**src/rtl/hbridge_burst_seq.sv**
```systemverilog
// hbridge_burst_seq
//   Gate-drive sequencer for the NMR transmitter H-bridge. Runs a burst of
//   `reps` identical periods of `period` clk cycles. In each period Q1Q8 (outer
//   main-leg window) is high for in-period offsets [0, t_end) and Q3Q6 (inner
//   window) is high for [t_rise, t_fall). Q3Q6 is always nested inside Q1Q8.
//
// Ports
//   clk      in   system clock
//   reset    in   synchronous active-high reset
//   load     in   capture t_rise/t_fall/t_end/period/reps (accepted in IDLE only)
//   t_rise   in   CNT_W  offset of Q3Q6 rising edge
//   t_fall   in   CNT_W  offset of Q3Q6 falling edge
//   t_end    in   CNT_W  offset of Q1Q8 falling edge
//   period   in   CNT_W  period length in cycles
//   reps     in   REP_W  periods per burst
//   start    in   one-cycle burst start request
//   abort    in   terminate the running burst immediately (no done)
//   Q1Q8     out  main-leg gate drive
//   Q3Q6     out  inner-leg gate drive
//   busy     out  burst in progress
//   done     out  one-cycle pulse after normal completion
//   cfg_err  out  shadow configuration invalid
module hbridge_burst_seq #(
    parameter int CNT_W = 8,
    parameter int REP_W = 8
) (
    input  logic             clk,
    input  logic             reset,
    input  logic             load,
    input  logic [CNT_W-1:0] t_rise,
    input  logic [CNT_W-1:0] t_fall,
    input  logic [CNT_W-1:0] t_end,
    input  logic [CNT_W-1:0] period,
    input  logic [REP_W-1:0] reps,
    input  logic             start,
    input  logic             abort,
    output logic             Q1Q8,
    output logic             Q3Q6,
    output logic             busy,
    output logic             done,
    output logic             cfg_err
);

    typedef enum logic {IDLE = 1'b0, RUN = 1'b1} state_t;

    state_t             state_reg, state_next;
    logic [CNT_W-1:0]   pc_reg, pc_next;
    logic [REP_W-1:0]   rc_reg, rc_next;

    logic [CNT_W-1:0]   t_rise_reg, t_fall_reg, t_end_reg, period_reg;
    logic [REP_W-1:0]   reps_reg;
    logic               cfg_err_reg;

    logic               q1q8_reg, q1q8_next;
    logic               q3q6_reg, q3q6_next;
    logic               busy_reg, busy_next;
    logic               done_reg, done_next;

    logic               cfg_valid;
    logic               load_ok;
    logic               period_last;
    logic               burst_last;

    // Strict ordering guarantees at least one guard cycle between each Q3Q6
    // edge and the enclosing Q1Q8 edge.
    assign cfg_valid = (t_rise != '0) && (t_rise < t_fall) && (t_fall < t_end)
                    && (t_end <= period) && (reps != '0);

    assign load_ok     = load && (state_reg == IDLE);
    assign period_last = (pc_reg == period_reg - CNT_W'(1));
    assign burst_last  = period_last && (rc_reg == reps_reg - REP_W'(1));

    // State, counters, shadow configuration and registered outputs.
    always_ff @(posedge clk) begin
        if (reset) begin
            state_reg   <= IDLE;
            pc_reg      <= '0;
            rc_reg      <= '0;
            t_rise_reg  <= '0;
            t_fall_reg  <= '0;
            t_end_reg   <= '0;
            period_reg  <= '0;
            reps_reg    <= '0;
            cfg_err_reg <= 1'b1;   // all-zero shadow is invalid
            q1q8_reg    <= 1'b0;
            q3q6_reg    <= 1'b0;
            busy_reg    <= 1'b0;
            done_reg    <= 1'b0;
        end else begin
            state_reg <= state_next;
            pc_reg    <= pc_next;
            rc_reg    <= rc_next;
            if (load_ok) begin
                t_rise_reg  <= t_rise;
                t_fall_reg  <= t_fall;
                t_end_reg   <= t_end;
                period_reg  <= period;
                reps_reg    <= reps;
                cfg_err_reg <= !cfg_valid;
            end
            q1q8_reg <= q1q8_next;
            q3q6_reg <= q3q6_next;
            busy_reg <= busy_next;
            done_reg <= done_next;
        end
    end

    // Next-state and counter advance.
    always_comb begin
        state_next = state_reg;
        pc_next    = pc_reg;
        rc_next    = rc_reg;
        done_next  = 1'b0;
        case (state_reg)
            IDLE: begin
                if (start && !abort && !cfg_err_reg) begin
                    state_next = RUN;
                    pc_next    = '0;
                    rc_next    = '0;
                end
            end
            RUN: begin
                if (abort) begin
                    state_next = IDLE;
                    pc_next    = '0;
                    rc_next    = '0;
                end else if (burst_last) begin
                    state_next = IDLE;
                    pc_next    = '0;
                    rc_next    = '0;
                    done_next  = 1'b1;
                end else if (period_last) begin
                    pc_next = '0;
                    rc_next = rc_reg + REP_W'(1);
                end else begin
                    pc_next = pc_reg + CNT_W'(1);
                end
            end
            default: state_next = IDLE;
        endcase
    end

    // Output decode from the next counter value so the registered outputs line
    // up with the counter cycle they describe.
    always_comb begin
        busy_next = (state_next == RUN);
        q1q8_next = busy_next && (pc_next < t_end_reg);
        q3q6_next = busy_next && (pc_next >= t_rise_reg) && (pc_next < t_fall_reg);
    end

    assign Q1Q8    = q1q8_reg;
    assign Q3Q6    = q3q6_reg;
    assign busy    = busy_reg;
    assign done    = done_reg;
    assign cfg_err = cfg_err_reg;

endmodule

```
**config.mk**
```make
export PLATFORM = sky130hd
export DESIGN_NAME = hbridge_burst_seq
export DESIGN_NICKNAME = d
export VERILOG_FILES = /design/src/rtl/hbridge_burst_seq.sv
export SDC_FILE = /design/constraint.sdc
export NUM_CORES = 1
export LEC_CHECK = 0
export ABC_CLOCK_PERIOD_IN_PS = 7700
export CAP_MARGIN = 20
export CELL_PAD_IN_SITES_DETAIL_PLACEMENT = 1
export CELL_PAD_IN_SITES_GLOBAL_PLACEMENT = 1
export CORE_ASPECT_RATIO = 1.5
export CORE_UTILIZATION = 45
export DETAILED_ROUTE_END_ITERATION = 10
export PLACE_DENSITY_LB_ADDON = 0.1
export SKIP_CTS_REPAIR_TIMING = 1
export SYNTH_ARGS = -nofsm -noshare
export SYNTH_HDL_FRONTEND = slang
export SYNTH_SLANG_ARGS = --single-unit
```
**constraint.sdc**
```tcl
create_clock -name clk -period 7.7 [get_ports clk]
set_input_delay 1.155 -clock clk [delete_from_list [all_inputs] [get_ports clk]]
set_output_delay 1.155 -clock clk [all_outputs]
set_load 0.05 [all_outputs]
```
# Word level (Yosys, flattened, before mapping)
# Index checks and enable logic that the tools add are counted.
[word_totals] regBits=61 input_bits=45 out_inout_bits=5
[op_classes] n_addsub=4 n_lt_le_gt_ge=6 n_eq_ne=4 n_mux=15 bitwise=1 n_reduce_logical=18
[op_table] operator="2-to-1 mux 8 bit" n=8
[op_table] operator="less-than comparator 8 bit" n=4
[op_table] operator="one-hot mux 8 bit (2 select lines)" n=2
[op_table] operator="adder 8 x 1 -> 8 bit (second input constant)" n=2
[op_table] operator="== test 8 bit" n=2
[op_table] operator="nonzero test 8 bit" n=2
[op_table] operator="subtractor 8 x 1 -> 8 bit (second input constant)" n=2
[op_table] operator="logical AND 1 bit" n=11
[op_table] operator=">= comparator 8 bit" n=1
[op_table] operator="less-or-equal comparator 8 bit" n=1
[op_table] operator="2-to-1 mux 1 bit" n=4
[op_table] operator="inequality test 4 x 2 -> 1 bit (second input constant)" n=1
[op_table] operator="logical NOT 1 bit" n=3
[op_table] operator="OR reduction 3 bit" n=1
[op_table] operator="inequality test 2 x 1 -> 1 bit (second input constant)" n=1
[op_table] operator="one-hot mux 1 bit (2 select lines)" n=1
[op_table] operator="AND reduction 2 bit" n=1
[op_table] operator="inverter 1 bit" n=1

# Logic depth before layout (Yosys ltp)
[depth] ltp_word=9 mapped_depth=18 mapped_depth_nobuf=16

# Least setup slack after synthesis
# OpenSTA, ideal clock, no wires.
[synth_timing] path_kind="flip-flop to flip-flop" start="register period_reg[0]" end="register q3q6_reg (netlist: Q3Q6)" setup_ns=0.103 arrival_time_ns=3.312 t_required_ns=7.597 slack_ns=4.285 stages_incl_launch_ff=18 path_buffers=2 period_less_slack_ns=3.415 path_cell_list="dfxtp_1 -> inv_1 -> ha_1 -> clkbuf_2 -> o21ba_1 -> a221oi_1 -> a41oi_1 -> nor4_4 -> a21oi_2 -> buf_6 -> a41oi_1 -> a31oi_1 -> ha_1 -> nand4_1 -> nor2_1 -> nor3_1 -> nand3_1 -> a2111oi_2"
[synth_via] elab_chain_len=9 word_cells_on_any_way=14 cone_classes="add/sub (1); order compare (2); eq/ne (1); mux (7); reduce/logical (3)"
[synth_lines] element="start, declared" line="50" rtl="logic [CNT_W-1:0] t_rise_reg, t_fall_reg, t_end_reg, period_reg;"
[synth_lines] element="start signal, assigned" line="97" rtl="period_reg <= period;"
[synth_lines] element="subtractor 8 x 1 -> 8 bit *" line="70" rtl="assign period_last = (pc_reg == period_reg - CNT_W'(1));"
[synth_lines] element="== test 8 bit *" line="70"
[synth_lines] element="2-to-1 mux 8 bit / logical AND 1 bit (equally long branches)" line="132, 71"
[synth_lines] element="2-to-1 mux 8 bit *" line="127" rtl="end else if (burst_last) begin"
[synth_lines] element="2-to-1 mux 8 bit *" line="123" rtl="if (abort) begin"
[synth_lines] element="one-hot mux 8 bit (2 select lines) *" line="114" rtl="case (state_reg)"
[synth_lines] element="net pc_next[7]" line="47" rtl="logic [CNT_W-1:0] pc_reg, pc_next;"
[synth_lines] element=">= comparator 8 bit" line="148" rtl="q3q6_next = busy_next && (pc_next >= t_rise_reg) && (pc_next < t_fall_reg);"
[synth_lines] element="logical AND 1 bit" line="148"
[synth_lines] element="logical AND 1 bit *" line="148"
[synth_lines] element="end signal, assigned" line="102" rtl="q3q6_reg <= q3q6_next;"
[synth_lines] element="end, declared" line="55" rtl="logic q3q6_reg, q3q6_next;"
# The timed path passes the listed nets; every way through them passes the cells marked *.
# A chain may end at the register's enable or synchronous reset.

# Final worst setup path
[layout_timing] start="input port abort" end="register q3q6_reg (netlist: Q3Q6)"
[layout_via] elab_chain_len=8 word_cells_on_any_way=13 cone_classes="order compare (2); mux (6); reduce/logical (5)"
[layout_lines] element="start, declared" line="36" rtl="input logic abort,"
[layout_lines] element="logical NOT 1 bit" line="116" rtl="if (start && !abort && !cfg_err_reg) begin"
[layout_lines] element="logical AND 1 bit (2 in a row)" line="116"
[layout_lines] element="2-to-1 mux 8 bit" line="116"
[layout_lines] element="one-hot mux 8 bit (2 select lines) *" line="114"
[layout_lines] element="net pc_next[5]" line="47"
[layout_lines] element=">= comparator 8 bit" line="148"
[layout_lines] element="logical AND 1 bit" line="148"
[layout_lines] element="logical AND 1 bit *" line="148"
# Marked as above.

==> key figures <==
Detailed routing
  • Initial DRT Pass Iterations: 4
  • Iter 0 DRT Violations: 173
  • Routed Antenna Nets: 0
  • Vias per cell: 5.768
  • Final WL: 12.84 mm
  • Vias: 4,003
  • Wire per inst: 18.50 um
  • DRC Markers: 0

Yosys
  • Seq cells post-synth: 61
  • Post-synthesis cell type count: 61
  • Share of async-settable or async-resettable flops after synthesis: 0%
  • EDFF count, synth: 0
  • Synth Warn #: 0
  • Mapped cell area: 4197 um2
  • Post-Syn Nets: 637
  • Seq/Total Area, Yosys: 29.10%
  • Top cells by area, synth: dfxtp_1 (29%), ha_1 (14%), nand2_1 (8.5%), a21oi_1 (7.0%), inv_1 (4.8%)
  • Gate Count Post-Synth: 544
  • Post-synth top area share: 29.10%
  • Synth Flop Type: dfxtp_1
  • Yosys top cell by area: dfxtp_1
  • Syn_area_per_cell: 7.714 um2

Pwr
  • Combinational fraction of design power: 15.5%
  • P_sw: 0.2295 mW
  • Flop pwr share: 36.0%
  • Max IR drop VDD: 0.1039 mV
  • Clock network power share: 48.5%
  • Net Sw Frac: 24.17%
  • Pwr/cell area: 187.7 nW/um2
  • Leakage Power: 2.101 nW
  • Internal: 0.7202 mW

Die
  • Die footprint: 9724 um2
  • Core area: 8934 um2
  • FP Rows: 42
  • Die height: 120.3 um
  • Chip Width: 80.85 um
  • Initial Util: 46.97%
  • Num ports: 50

Timing
  • Relative slew slack: 31.17%
  • Tmin final: 4.010 ns
  • Final slew viol count: 0
  • Worst setup margin: 3.690 ns
  • Final Cycle Share: 52.08%
  • Fmax: 249.3 MHz
  • Unrepaired setup endpoints after global routing: false
  • Final hold viol count: 0
  • Slew @ Worst Pin: 1.026 ns
  • Setup TNS: 0 ns
  • Setup violators final: 0
  • Final Skew: 0.006702 ns

Layout
  • Utilization after layout: 56.64%
  • Proportion of layout cells with a drive suffix above 1: 5.308%
  • Commonest non-fill, non-tap cell in the layout: nand2_1
  • Fin nets: 672
  • Most frequent cells in the layout: nand2_1 (95), dfxtp_1 (61), a21oi_1 (59), inv_1 (54)
  • Synth-to-Final Area Change: 20.57%
  • Final std cells w/o fill: 694
  • N_diodes: 0
  • Filler cells: 1,109

Setup path
  • R2R cell count: 15
  • Max Fanout on Critical Path: 15
  • Critical setup path kind: input port to flop
  • Reg-to-reg setup timing slack: 3.71 ns
  • Worst EP required: 7.92 ns
  • R2R Path Start: period_reg[0]
  • Crit path arrival time: 4.23 ns
  • Worst R2R End: Q3Q6
  • Crit end category: flop
  • Worst setup SP type: input port

Placement
  • Post-detail-place hpwl: 9.791 mm
  • Number of buffers added on ports: 49
  • Setup WS pre-CTS: 3.448 ns
  • Inst Count DP: 678
  • GPL Wtd Cong: 0.7955

Min path
  • Hold path depth: 2
  • Worst Hold End: t_end_reg[4]
  • Hold_sp: t_end_reg[4]
  • Worst min path class: flop to flop

Clock network
  • CTS clk-pin slew, worst paths: 0.05 ns
  • Insertion delay to the later sink of the worst-skew pair: 0.32 ns
  • CTS tree: built
  • Clk sinks: 61
  • Root buffer cell: clkbuf_16
  • CTS buffer count: 9
  • Clk buf depth: 2
  • CTS H-tree lvls: 3

Global routing
  • Vias in the first global route: 4,190
  • Initial antenna violation count: 0
  • Global-route wire length before repair: 20.69 mm
  • Largest net degree at the start of global routing: 56
  • Tot GR Track Use: 28.31%
  • Global route overflow: 0

Outcome
  • Status: complete, no violations

Job
  • Max_cap viols: 0
final cells by class:
cell class | count | area, um2 | area share (%)
repair buffers | 52 | 508.0 | 10.04
multi-input cells | 401 | 2649 | 52.35
flip-flops and latches | 61 | 1221 | 24.13
clock buffers | 12 | 246.5 | 4.871
clock inverters | 4 | 95.09 | 1.879
well taps | 110 | 137.6 | 2.720
inverters | 54 | 202.7 | 4.006
per-stage QoR:
stage / hold WS [ns] / area, um2 / power, mW
final: 0.4533 / 5060 / 0.9498
after floorplan: 0.4363 / 4197 / 0.4353
after detailed placement: 0.4491 / 4718 / 0.4940
after CTS: 0.4557 / 5060 / 0.9541
after global placement: 0.4452 / 4718 / 0.4863
after global routing: 0.4731 / 5060 / 0.9836
worst max-delay path, stage by stage:
cell and delay [ns]:
clkdlybuf4s50_1 0.47, nand2b_1 0.30, a21oi_2 0.51, or2b_1 0.30, a31oi_1 0.32, ha_1 0.32, a21oi_1 0.14, nor2b_1 0.07
o21ai_0 0.19, nand3_1 0.13, a2111oi_2 0.33
logic make-up (layout without fill, tap and decap cells):
family,count (synthesis),count (layout),synth area share [%]
multiplexers,2,2,0.4771
AND/OR/NAND/NOR,197,197,23.46
XOR/XNOR,19,19,3.965
flip-flops,61,61,29.10
adder cells (fa/ha/maj),48,48,14.31
AO/OA/AOI/OAI,135,135,20.84
buffers and inverters,82,122,7.841
routing by layer:
layer | GRT usage [%] | share of wire [%] | routed length [um] | vias to the layer above
met5 | 0 | 0 | 0 | -
li1 | - | - | - | 1952
met2 | 52.57 | 54 | 6994 | 84
met3 | 3.849 | 2.1 | 273 | 35
met1 | 30.29 | 39 | 5000 | 1932
met4 | 13.62 | 4.4 | 569 | 0
power groups by stage:
stage / registers (mW) / clock network (mW) / logic [mW]
floorplan: 0.345 / 0 / 0.0906
global placement: 0.347 / 0 / 0.139
detailed placement: 0.348 / 0 / 0.146
CTS: 0.342 / 0.464 / 0.148
global route: 0.343 / 0.476 / 0.164
finish: 0.342 / 0.461 / 0.147
how the worst max path moves through the flow:
stage / slack, ns / from / end / cells past startpoint
after floorplan: 4.28 / period_reg[0] / Q3Q6 / 17
after global placement: 3.55 / abort / Q3Q6 / 11
after detailed placement: 3.45 / abort / Q3Q6 / 11
after CTS: 3.72 / period_reg[0] / Q3Q6 / 15
after global routing: 3.39 / period_reg[0] / Q3Q6 / 15
final: 3.69 / abort / Q3Q6 / 11
synth_stat cells, types with 5 or more instances:
cell,count
nand2_1,95
dfxtp_1,61
a21oi_1,59
inv_1,54
ha_1,48
nor2_1,25
clkbuf_1,22
nand3_1,13
nand2b_1,11
xor2_1,10
o21ai_0,9
xnor2_1,9
nor3_1,8
a31oi_1,7
nand4_1,7
nor2b_1,7
a21o_1,6
a311oi_1,6
nor4_1,6
o21a_1,6
and3_1,5
Note: power is estimated with default switching activity, not from simulation.
